### config.mk
export PLATFORM = sky130hd
export DESIGN_NAME = sram_port_arbiter
export DESIGN_NICKNAME = d
export VERILOG_FILES = /design/src/rtl/sram_port_arbiter.sv
export SDC_FILE = /design/constraint.sdc
export NUM_CORES = 1
export LEC_CHECK = 0
export ABC_CLOCK_PERIOD_IN_PS = 3900
export CAP_MARGIN = 20
export CELL_PAD_IN_SITES_DETAIL_PLACEMENT = 0
export CELL_PAD_IN_SITES_GLOBAL_PLACEMENT = 1
export CORE_MARGIN = 2
export CORE_UTILIZATION = 23
export CTS_CLUSTER_DIAMETER = 40
export DETAILED_ROUTE_END_ITERATION = 8
export PLACE_DENSITY_LB_ADDON = 0.1
export SETUP_SLACK_MARGIN = 0.4
export SYNTH_ARGS = -nofsm -noshare
export SYNTH_HDL_FRONTEND = slang
export SYNTH_SLANG_ARGS = --single-unit
export TNS_END_PERCENT = 20
### constraint.sdc
create_clock -name clk -period 3.9 [get_ports clk]
set_input_delay 1.17 -clock clk [delete_from_list [all_inputs] [get_ports clk]]
set_output_delay 1.17 -clock clk [all_outputs]
set_load 0.02 [all_outputs]
### src/rtl/sram_port_arbiter.sv
// Two-requester round-robin arbiter in front of a single-port SRAM with a
// one-cycle registered read; read data is steered back via a tag pipeline.
module sram_port_arbiter #(
    parameter int width = 32,
    parameter int depth = 8,
    localparam int aw = $clog2(depth)
) (
    input  logic             clk,
    input  logic             rst_n,

    input  logic             req0_valid,
    input  logic             req0_we,
    input  logic [aw-1:0]    req0_addr,
    input  logic [width-1:0] req0_wdata,
    output logic             req0_ready,
    output logic             rsp0_valid,
    output logic [width-1:0] rsp0_rdata,

    input  logic             req1_valid,
    input  logic             req1_we,
    input  logic [aw-1:0]    req1_addr,
    input  logic [width-1:0] req1_wdata,
    output logic             req1_ready,
    output logic             rsp1_valid,
    output logic [width-1:0] rsp1_rdata,

    output logic             mem_we,
    output logic [aw-1:0]    mem_addr,
    output logic [width-1:0] mem_data_in,
    input  logic [width-1:0] mem_data_out
);

    // Handshake: a command transfers on a rising edge where reqN_valid and
    // reqN_ready are both high; ready never depends on mem_data_out, and
    // responses (rspN_valid) are single-cycle pulses with no backpressure.

    logic prio;
    logic gnt0, gnt1;
    logic acc0, acc1;

    // Read issued to the SRAM this cycle, and who issued it
    logic rd_pend;
    logic rd_id;

    // Tag aligned with mem_data_out
    logic tag_valid;
    logic tag_id;

    always_comb begin
        gnt0 = req0_valid & (~req1_valid | ~prio);
        gnt1 = req1_valid & (~req0_valid |  prio);
    end

    assign req0_ready = gnt0 & rst_n;
    assign req1_ready = gnt1 & rst_n;
    assign acc0       = req0_valid & req0_ready;
    assign acc1       = req1_valid & req1_ready;

    always_ff @(posedge clk or negedge rst_n) begin
        if (!rst_n) begin
            prio        <= 1'b0;
            mem_we      <= 1'b0;
            mem_addr    <= '0;
            mem_data_in <= '0;
            rd_pend     <= 1'b0;
            rd_id       <= 1'b0;
            tag_valid   <= 1'b0;
            tag_id      <= 1'b0;
        end else begin
            if (acc1) begin
                prio        <= 1'b0;
                mem_we      <= req1_we;
                mem_addr    <= req1_addr;
                mem_data_in <= req1_wdata;
                rd_pend     <= ~req1_we;
                rd_id       <= 1'b1;
            end else if (acc0) begin
                prio        <= 1'b1;
                mem_we      <= req0_we;
                mem_addr    <= req0_addr;
                mem_data_in <= req0_wdata;
                rd_pend     <= ~req0_we;
                rd_id       <= 1'b0;
            end else begin
                mem_we  <= 1'b0;
                rd_pend <= 1'b0;
            end
            tag_valid <= rd_pend;
            tag_id    <= rd_id;
        end
    end

    assign rsp0_valid = tag_valid & ~tag_id;
    assign rsp1_valid = tag_valid &  tag_id;
    assign rsp0_rdata = mem_data_out;
    assign rsp1_rdata = mem_data_out;

endmodule
* Word-level counts from Yosys, hierarchy flattened
Index checks and enable logic that the tools add are counted.
** Storage, ports and cells
- Logic and storage cells :: 37
- Register bits after elaboration :: 41
- Output and inout port bits :: 104
** Cells by class
- Reductions and logical operators :: 1
- Bitwise logic cells :: 16
- Multiplexer cells :: 12
** Operator list (count)
- 2-to-1 mux 32 bit :: 2
- AND 1 bit :: 8
- 2-to-1 mux 1 bit :: 8
- 2-to-1 mux 3 bit :: 2
- NOT 1 bit :: 6
- bitwise OR 1 bit :: 2
- nonzero test 2 bit :: 1

* Longest topological paths before layout
- Word-level depth :: 7
- Mapped depth :: 6
- Gate-level depth less buffers :: 3

* Worst setup path before layout
OpenSTA, ideal clock, no wires.
- Path kind :: input to output
- From :: in req0_valid
- To :: out req1_ready
- Arrival :: 1.700 ns
- Stages on the path :: 2
- Data required time :: 2.730 ns
- Setup slack :: 1.030 ns
- Path through :: and2b_1 nor2_1
** On the way
- Word-level cells in the longest chain between the ends :: 4
** Ends and longest elaborated chain
- from (decl) :: RTL line 11 : input logic req0_valid,
- NOT 1 bit :: RTL line 51 : gnt1 = req1_valid & (~req0_valid | prio);
- bitwise OR 1 bit :: RTL line 51
- AND 1 bit :: RTL line 51
- AND 1 bit :: RTL line 55 : assign req1_ready = gnt1 & rst_n;
- to (decl) :: RTL line 23 : output logic req1_ready,
Every way passes these cells.

* Worst setup path in the final report
Ends and elaborated chain as after synthesis.

==> results.cfg <==
[run_status]
outcome = finished clean

[flow_run]
drv_cap = 0

[sta]
fmax_mhz = 290
hold_slack_ns = 0.353
setup_ws_ns = 0.446
slew_viol_final = 0
rsz0062_at_grt = true
finalHoldViolations = 0
min_period_ns = 3.45
fin_crit_sh = 0.886
clock_skew_ns = 0.00453
maxSlewHeadroom = 0.376
finalSetupTns_ns = 0
setup_viol = 0
tightest_slew_ns = 0.935

[yosys]
syn_area_per_cell_um2 = 9.98
synth_top_family_by_area = buffers and inverters
netlist_instances = 236
synth_nets = 344
syn_area_um2 = 2350
yosys-top-cells-area = dfrtp_1 (44%), buf_4 (21%), a221o_1 (9.4%)
synth_top_cell_area_share = 0.436
yosys_warnings = 0
synthAdderAreaFrac = 0
synth_seq_cells = 41
yosys.area_share.xor_xnor = 0
yosysUniqueCellTypes = 24
synth_seq_area_share = 0.436
muxShareOfSynthArea = 0
synth_compound_area_frac = 0.180
yosysTopAreaCell = dfrtp_1
yosys.area_share.simple = 0.127

[route]
vias_per_cell = 4.51
ant_nets = 0
avgRoutedWirePerCell_um = 18.1
drc = 0
drt-initial-drc-count = 53
dr_total_vias = 1911
wirelength_um = 7690
dr.pass1.iters = 4

[global_routing]
first_global_vias = 1987
grt_pass1_wl_um = 12000
overflow = 0
grt_util_all_layers = 0.139
grt_max_degree = 34
antenna_found_initial = 1

[cells_and_area]
drive_gt1_frac = 0.0893
nets = 398
stdcell_area_um2 = 3280
finalCoreUtilization = 0.333
area_delta_synth_final_pct = 39.4
num_antenna_cells = 0

[critical_path]
critPathCaptureType = output port
crit_fanout = 3
r2r-start = prio
cp-start-kind = input pin
cp.required_ns = 2.73
worst-setup-path-type = in2out
crit_start = req0_valid
crit_arrival_ns = 2.28

[die]
die_area_um2 = 11100
start_util = 0.239
die_y_um = 105
row_count = 36
ioPinCount = 212
core_um2 = 9860
fp.dieW_um = 105

[placement]
gp_congestion = 0.674
port_buffers = 115
post-place-ws_ns = 0.0820
dp.final_hpwl_um = 5440
placed_cell_area_um2 = 3190

[pwr]
p_per_area_nw_per_um2 = 386
p_leak_nw = 1.38
ir_drop_mv = 0.129

[clock_network]
cts_root_buffer = clkbuf_8
clkLatencyLatePin_ns = 0.29
cts_sinks = 41
clkTransAtPathRegs_ns = 0.08
cts_hold_buffers = 0
cts_made_buffers = 5
cts_buffer_depth = 2
postCtsSetupRepairBufs = 0
htreeDepth = 2
cts_tree = done
cts-resized-gates = 4

[min_path]
hp-start = rd_pend
worstHoldPathType = reg2reg
[state kept, by name (all words and copies together), names as in the netlist]
register     flops
mem_we           1
mem_addr         3
rd_pend          1
tag_id           1
mem_data_in     32
rd_id            1
tag_valid        1
prio             1
[critical path: stages]
cell and delay (ns):
clkdlybuf4s50_1 0.46, and2b_1 0.20, nor2_1 0.14, clkdlybuf4s15_2 0.32
[power by group]
group          internal [mW]  switching, mW  total [mW]
clock                  0.160          0.153       0.314
combinational          0.231          0.202       0.433
sequential             0.488         0.0344       0.523
total                  0.879          0.390        1.27
[cells in the final DEF, fill, tap and decap left out]
cell,netlist,final
clkdlybuf4s50_1,0,112
dfrtp_1,41,41
and3_1,22,22
a221o_1,22,22
nor2_1,14,14
o21ai_0,14,14
nand3_1,13,13
a31oi_1,13,13
buf_4,66,12
clkbuf_8,0,7
nand2_1,3,3
and2_1,2,2
nor2b_1,1,1
a21oi_2,1,1
and2b_1,1,1
o21ai_2,0,1
nand2b_1,1,1
a21boi_1,1,1
a211oi_1,1,1
a22o_1,1,1
inv_1,1,1
o22ai_1,1,1
o21a_1,1,1
clkinv_2,0,1
buf_2,5,1
buf_16,0,1
clkbuf_2,0,1
clkdlybuf4s15_2,0,1
[stage by stage]
step / cells / power [mW]
floorplan: 236 / 0.818
global placement: 415 / 0.969
detailed placement: 416 / 0.971
CTS: 424 / 1.29
global route: 424 / 1.34
finish: 424 / 1.27
[final timing paths]
| path | end | cells past startpoint | slack, ns |
|---|---|---|---|
| setup reg to reg | mem_data_in[20] | 4 | 2.03 |
| hold reg to reg | tag_valid | 0 | 0.35 |
| hold / removal | tag_valid | 0 | 0.35 |
| max in group asynchronous | tag_valid | 2 | 2.54 |
| setup / recovery | req1_ready | 4 | 0.45 |
| min in group asynchronous | mem_data_in[13] | 1 | 0.68 |
[final cells by class]
| type | count | area [µm²] |
|---|---|---|
| clock inverter | 1 | 5.00 |
| tap | 133 | 166 |
| inverter | 1 | 3.75 |
| multi-input combinational | 113 | 726 |
| sequential | 41 | 1030 |
| timing repair buffer | 128 | 1260 |
| clock buffer | 7 | 96.3 |
| fill | 1019 | 6580 |
[routing by layer]
metal	vias up	global-route usage	routed length [µm]
li1	884	-	-
met1	922	0.189	3520
met2	67	0.208	3480
met3	36	0.0331	425
met4	2	0.0648	248
met5	-	0	19
[synth_stat cells]
| cell type | count |
|---|---|
| a31oi_1 | 13 |
| and2b_1 | 1 |
| buf_6 | 6 |
| a221o_1 | 22 |
| a21oi_2 | 1 |
| nor2b_1 | 1 |
| nand2b_1 | 1 |
| buf_2 | 5 |
| nand3_1 | 13 |
| o21ai_1 | 1 |
| a22o_1 | 1 |
| buf_4 | 66 |
| o21ai_0 | 14 |
| a21boi_1 | 1 |
| clkbuf_1 | 4 |
| a211oi_1 | 1 |
| nand2_1 | 3 |
| nor2_1 | 14 |
| and2_1 | 2 |
| inv_1 | 1 |
| o21a_1 | 1 |
| dfrtp_1 | 41 |
| and3_1 | 22 |
| o22ai_1 | 1 |
[cells by family (layout without fill, tap and decap cells)]
kind of cell           count (synthesis)  after routing
AOI/OAI and AO/OA                     56             56
DFF                                   41             41
buffers and inverters                 82            137
and+or+nand+nor                       57             57
No activity file was read; power rests on OpenSTA's default activity.
